===== config.mk =====
export PLATFORM = sky130hd
export DESIGN_NAME = button_debounce
export DESIGN_NICKNAME = d
export VERILOG_FILES = /design/src/rtl/button_debounce_pkg.sv /design/src/rtl/button_sync.sv /design/src/rtl/button_debounce.sv
export SDC_FILE = /design/constraint.sdc
export NUM_CORES = 1
export LEC_CHECK = 0
export CAP_MARGIN = 10
export CELL_PAD_IN_SITES_DETAIL_PLACEMENT = 1
export CELL_PAD_IN_SITES_GLOBAL_PLACEMENT = 1
export CORE_ASPECT_RATIO = 0.8
export CORE_MARGIN = 2
export CORE_UTILIZATION = 50
export CTS_BUF_LIST = sky130_fd_sc_hd__clkbuf_4 sky130_fd_sc_hd__clkbuf_8
export DETAILED_ROUTE_END_ITERATION = 8
export PLACE_DENSITY = 0.86
export SYNTH_ARGS = -nofsm -noshare
export SYNTH_HDL_FRONTEND = slang
export SYNTH_HIERARCHICAL = 1
export SYNTH_SLANG_ARGS = --single-unit

===== constraint.sdc =====
create_clock -name clk -period 3.6 [get_ports clk]
set_input_delay 0.9 -clock clk [delete_from_list [all_inputs] [get_ports clk]]
set_output_delay 0.9 -clock clk [all_outputs]
set_load 0.02 [all_outputs]

===== src/rtl/button_debounce_pkg.sv =====
// Shared constants and helpers for the push-button debouncer.
package button_debounce_pkg;

    localparam int SYNC_STAGES = 2;

    // Width needed for a counter that must hold values 0..n.
    function automatic int cnt_width(input int n);
        return $clog2(n + 1);
    endfunction

endpackage


===== src/rtl/button_sync.sv =====
// Parameterised-depth flip-flop synchroniser with synchronous reset to 0.
module button_sync #(
    parameter int STAGES = 2
) (
    input  logic clk,
    input  logic rst,
    input  logic d,
    output logic q
);

    logic [STAGES-1:0] sync_r;

    // Shift the raw level through the synchroniser chain.
    always_ff @(posedge clk) begin
        if (rst) begin
            sync_r <= {STAGES{1'b0}};
        end else begin
            sync_r <= {sync_r[STAGES-2:0], d};
        end
    end

    assign q = sync_r[STAGES-1];

endmodule


===== src/rtl/button_debounce.sv =====
// Push-button debouncer: synchronise, then require N stable cycles before updating.
// Optional BUTTON_DEBOUNCE_EDGE_EN adds one-cycle press/release strobes.
module button_debounce
    import button_debounce_pkg::*;
#(
    parameter int CLK_FREQ        = 95_000,
    parameter int DEBOUNCE_PER_MS = 20
) (
    input  logic clk,
    input  logic rst,
    input  logic button_in,
`ifdef BUTTON_DEBOUNCE_EDGE_EN
    output logic button_press,
    output logic button_release,
`endif
    output logic button_valid
);

    localparam int N  = CLK_FREQ * DEBOUNCE_PER_MS;
    localparam int CW = cnt_width(N);
    localparam logic [CW-1:0] CNT_ZERO = {CW{1'b0}};
    localparam logic [CW-1:0] CNT_ONE  = CW'(1);
    localparam logic [CW-1:0] CNT_MAX  = CW'(N - 1);

    logic          sync_s;
    logic          commit_s;
    logic [CW-1:0] cnt_r;
    logic          valid_r;

    button_sync #(
        .STAGES (SYNC_STAGES)
    ) u_sync (
        .clk (clk),
        .rst (rst),
        .d   (button_in),
        .q   (sync_s)
    );

    // The Nth consecutive differing cycle commits the new level.
    assign commit_s = (sync_s != valid_r) && (cnt_r == CNT_MAX);

    // Stability counter and debounced level; any agreement restarts the period.
    always_ff @(posedge clk) begin
        if (rst) begin
            cnt_r   <= CNT_ZERO;
            valid_r <= 1'b0;
        end else if (commit_s) begin
            cnt_r   <= CNT_ZERO;
            valid_r <= sync_s;
        end else if (sync_s == valid_r) begin
            cnt_r   <= CNT_ZERO;
            valid_r <= valid_r;
        end else begin
            cnt_r   <= cnt_r + CNT_ONE;
            valid_r <= valid_r;
        end
    end

    assign button_valid = valid_r;

`ifdef BUTTON_DEBOUNCE_EDGE_EN
    logic press_r;
    logic release_r;

    // Strobes share the commit edge so they coincide with the level change.
    always_ff @(posedge clk) begin
        if (rst) begin
            press_r   <= 1'b0;
            release_r <= 1'b0;
        end else begin
            press_r   <= commit_s & sync_s;
            release_r <= commit_s & ~sync_s;
        end
    end

    assign button_press   = press_r;
    assign button_release = release_r;
`endif

endmodule


### Yosys cells after proc, flatten, opt, wreduce, memory -nomap -nowiden

Index checks and enable logic that the tools add are counted.

* $add $sub $neg: 1
* multipliers: 0
* div/mod/pow operators: 0
* order comparisons: 0
* eq/ne operators: 3
* shift operators: 0
* mux-type cells: 0
* bitwise gates (word level): 0
* reductions and logical operators: 2

Operators with widths (count)
* $add 21x1->21 const B: 1
* $eq 21x21->1 const B: 1
* $reduce_or 3->1: 1
* $eq 1x1->1: 1
* $logic_and 1x1->1: 1
* $ne 1x1->1: 1

* flip-flop bits (word level): 24
* latch bits: 0
* bits in writable memories: 0
* ROM bits: 0
* input port bits: 3
* output and inout port bits: 1
* memories: 0

### Longest topological paths before layout

* depth after elaboration: 3
* depth in mapped cells: 6

### By module

The synthesis kept the hierarchy.

By module, submodules not included
* button_debounce: instances 1, cells an instance 117, area each 1002.2 µm², sequential area each 440.4 µm²
* button_sync: instances 1, cells an instance 4, area each 52.6 µm², sequential area each 40.0 µm²

### Worst setup path before layout

Ideal clock, no wire load.

* kind: reg-to-reg
* from: reg cnt_r[0]
* to: reg cnt_r[20]
* arrival: 1.648 ns
* slack: 1.882 ns
* stages on the path, launching flop included: 7
* path buffers: 1
* period minus slack after synthesis: 1.718 ns
* cells stage by stage: dfxtp_1 > ha_1 > nand4_1 > or3_1 > buf_2 > or4_1 > a21oi_1

* word-level cells in the longest chain between the ends: 3
* elaborated cells between the ends (all ways): 4

RTL lines
* from (decl): line button_debounce.sv:27 `logic [CW-1:0] cnt_r;`
* from (signal assigned): line button_debounce.sv:54 `cnt_r <= cnt_r + CNT_ONE;`
* parallel branches: the longest is 3 deep, another holds $add 21x1->21

Several ways; the timed one is not identified.
A chain may end at the register's enable or synchronous reset.

### Worst setup path in the final report

* from: reg valid_r (netlist: button_valid)
* to: out button_valid

RTL lines
* from (decl): line button_debounce.sv:28 `logic valid_r;`
* from (signal assigned): line button_debounce.sv:49 `valid_r <= sync_s;`
* from (signal assigned): line button_debounce.sv:52 `valid_r <= valid_r;`
* from (signal assigned): line button_debounce.sv:55 `valid_r <= valid_r;`
* to (decl): line button_debounce.sv:16 `output logic button_valid`

No word-level cell between the ends.

==> results.md <==
- Outcome: finished, final reports clean
- Power after layout: ~0.42 mW
- Post-synth top area cell: dfxtp_1
- Die Ht: approximately 45 um
- Worst slew pin tran: about 600 ps
- DRC Markers: 0
- Post CTS Setup Buffer Count: 0
- Post-route design area: between 0.001 and 0.0015 mm2
- Final HPWL DP: 1.706 mm
- All-layer global routing usage: between 20% and 30%
- Detailed-route wire length: between 2 and 2.5 mm
- Ranking of synthesized cells by area: dfxtp_1 46%, xnor2_1 6.6%, nor2_1 5.7%
- RSZ-0062 raised after global routing: false
- Ant. Diodes: 0
- Die area: ~0.0025 mm2
- Clock transition at path regs: about 120 ps
- Nets@finish: 129
- Worst Setup Start Kind: flip-flop
- Hold_ws: 471.1 ps
- Sequential area share after synthesis: 45.55%
- Worst-skew pair later-pin latency: 330 ps
- Pre-CTS setup slack: ~1200 ps
- Die W: roughly 55 um
- Sequential Power Share: approximately 64%
- Logic pwr share: 1.6%
- Total grt overflow: 0
- Setup violations, final: 0
- Slowest CP cell: clkdlybuf4s50_1
- Via Count: roughly 840
- Max-cap violations: 0
- WL/cell: roughly 15 um
- Hold buffers post-CTS: 0
- Seq. cell area: between 400 and 500 um2
- Pins Over Slew Limit: 0
- CP bufs+invs: 1
- CP Data Required Time: between 2000 and 3000 ps
- Clock share of power: ~35%
- Final worst slack: about 1400 ps
- Crit path time final: 2245 ps
- Max Fclk: 445.5 MHz
- Post-synth EDFFs: 0
- Drt initial violations: 25
- Root buf cell: clkbuf_4
- Seq cells post-synth: 24
- Vias in the first global route: 920
- Crit path DAT: 1340 ps
- Port bufs: 3
- Post-DR vias/cell: between 5 and 6
- FP Rows: 14
- First-pass DRT Iterations: 4
- Top FF cell, synth: dfxtp_1
- CTS tree: built
- Count of unique library cells instantiated by Yosys: 24
- Total CTS buffers: 3
- Hold_sp: u_sync/sync_r[0]
- Top cell type's share of synthesized area: 45.55%
- Initial Util: between 50% and 60%
- Fin Setup TNS: 0 ps
- Slew HR: between 50% and 60%
- Final worst-path cycle share: slightly above 60%
- Clk buf depth: 2
- Lkg Pwr: ~0.35 nW
- Mapped cell area: approximately 0.0011 mm2
- Worst Setup SP: button_valid
- Crit path cell chain: clkdlybuf4s50_1
- Layout area overhead: 7.236%
- FILL cells: between 200 and 250
- CTS-repair resized insts: 0
- Switching portion of total power: 20.67%
- Final cell count without fillers: ~150
- Count leader, synth: dfxtp_1
- Crit path largest cell delay: roughly 630 ps
- CORE AREA: 0.001927 mm2
- Global-route wire length before repair: approximately 4.2 mm
- GP Congestion: between 0.6 and 0.7
- Clock Skew: around 6.4 ps
- Worst setup path class: flip-flop to primary output
- Final Hold Vio Count: 0
- Share of post-route cells with drive strength above 1: 4.839%
- Sw Pwr: 0.08661 mW
- Syn Nets: about 130
- Top delay family on crit path: buffers and inverters
- Total I/O pin count: 4
- # H-tree levels: 1
- Worst r2r src: cnt_r[0]
- Top cells by count, synth: 24 x dfxtp_1, 16 x nor2_1, 8 x a21oi_1, 8 x nand4_1, 8 x xnor2_1
- Syn. warnings: 6
- Synth Area per Inst: 8.717 um2
- ANT nets after route: 0
- Clock Sinks: 24
- Placed cells: approximately 140
- Worst IR drop on VDD: 0.0003491 V
- Finished Core Util: around 60%
- Worst setup EP type: primary output
- Initial antenna violation count: 0
- Pwr/cell area: about 370 mW/mm2
- Worst Path Max Fanout: 3
- P_int: roughly 0.33 mW
- Footprint of the multi-input gates: 531.8 um2
- Post-DP Area: roughly 0.0011 mm2
- Worst hold path type: flip-flop to flip-flop
- Asr flop ratio synth: 0%
- Largest net degree at the start of global routing: 14
- Synthesized instance count: 121
## metal layers
metal	share of wire, %	global-route usage [%]	vias to the layer above
li1	-	-	435
met3	3.6	6.017	5
met1	46	25.71	395
met5	0	0	-
met2	48	38.33	9
met4	2.1	14.15	0
## sequential cells by signal (all words and copies together) (netlist names)
signal         flops
button_valid       1
cnt_r             21
u_sync/sync_r      2
## cell usage in the layout (no fill, tap or decap)
cell type,n
dfxtp_1,24
nor2_1,16
nand4_1,8
xnor2_1,8
a21oi_1,8
nand2_1,7
or3_1,6
o21ai_0,6
xor2_1,5
and4_1,4
nand3_1,4
inv_1,4
and3_1,3
clkbuf_4,3
clkdlybuf4s50_1,3
o31ai_1,2
or4_1,2
nor4_1,2
nor2b_1,2
nor3_1,1
and4b_1,1
o21ai_1,1
nand4_2,1
ha_1,1
clkbuf_8,1
buf_4,1
## layout make-up
class	instances	area share, %
Sequential cell	24	42.48
Tap cell	24	2.655
Clock buffer	4	3.208
Inverter	4	1.327
Timing Repair Buffer	4	3.319
Multi-Input combinational cell	88	47.01
## worst paths after layout
path | cells after the start | endpoint | slack [ps]
worst max-delay path | 1 | button_valid | 1360
worst min register to register | 1 | u_sync/sync_r[1] | 470
worst min-delay path | 1 | u_sync/sync_r[1] | 470
worst max register to register | 6 | cnt_r[16] | 1650
## kinds of logic after synthesis
group	synth area share, %
DFF	45.55
AOI/OAI and AO/OA	8.540
xor gates and xnor gates	10.79
and+or+nand+nor	29.89
adders and majority gates	1.186
buffers and inverters	4.032
## power groups by stage
stage | sequential (mW) | clock (mW) | combinational (mW)
after global routing | 0.268 | 0.157 | 0.00763
after global placement | 0.274 | 0 | 0.00641
after CTS | 0.268 | 0.149 | 0.00697
after detailed placement | 0.274 | 0 | 0.00682
after floorplan | 0.273 | 0 | 0.00309
final | 0.268 | 0.144 | 0.00686
Power figures use the tool's default switching activity.
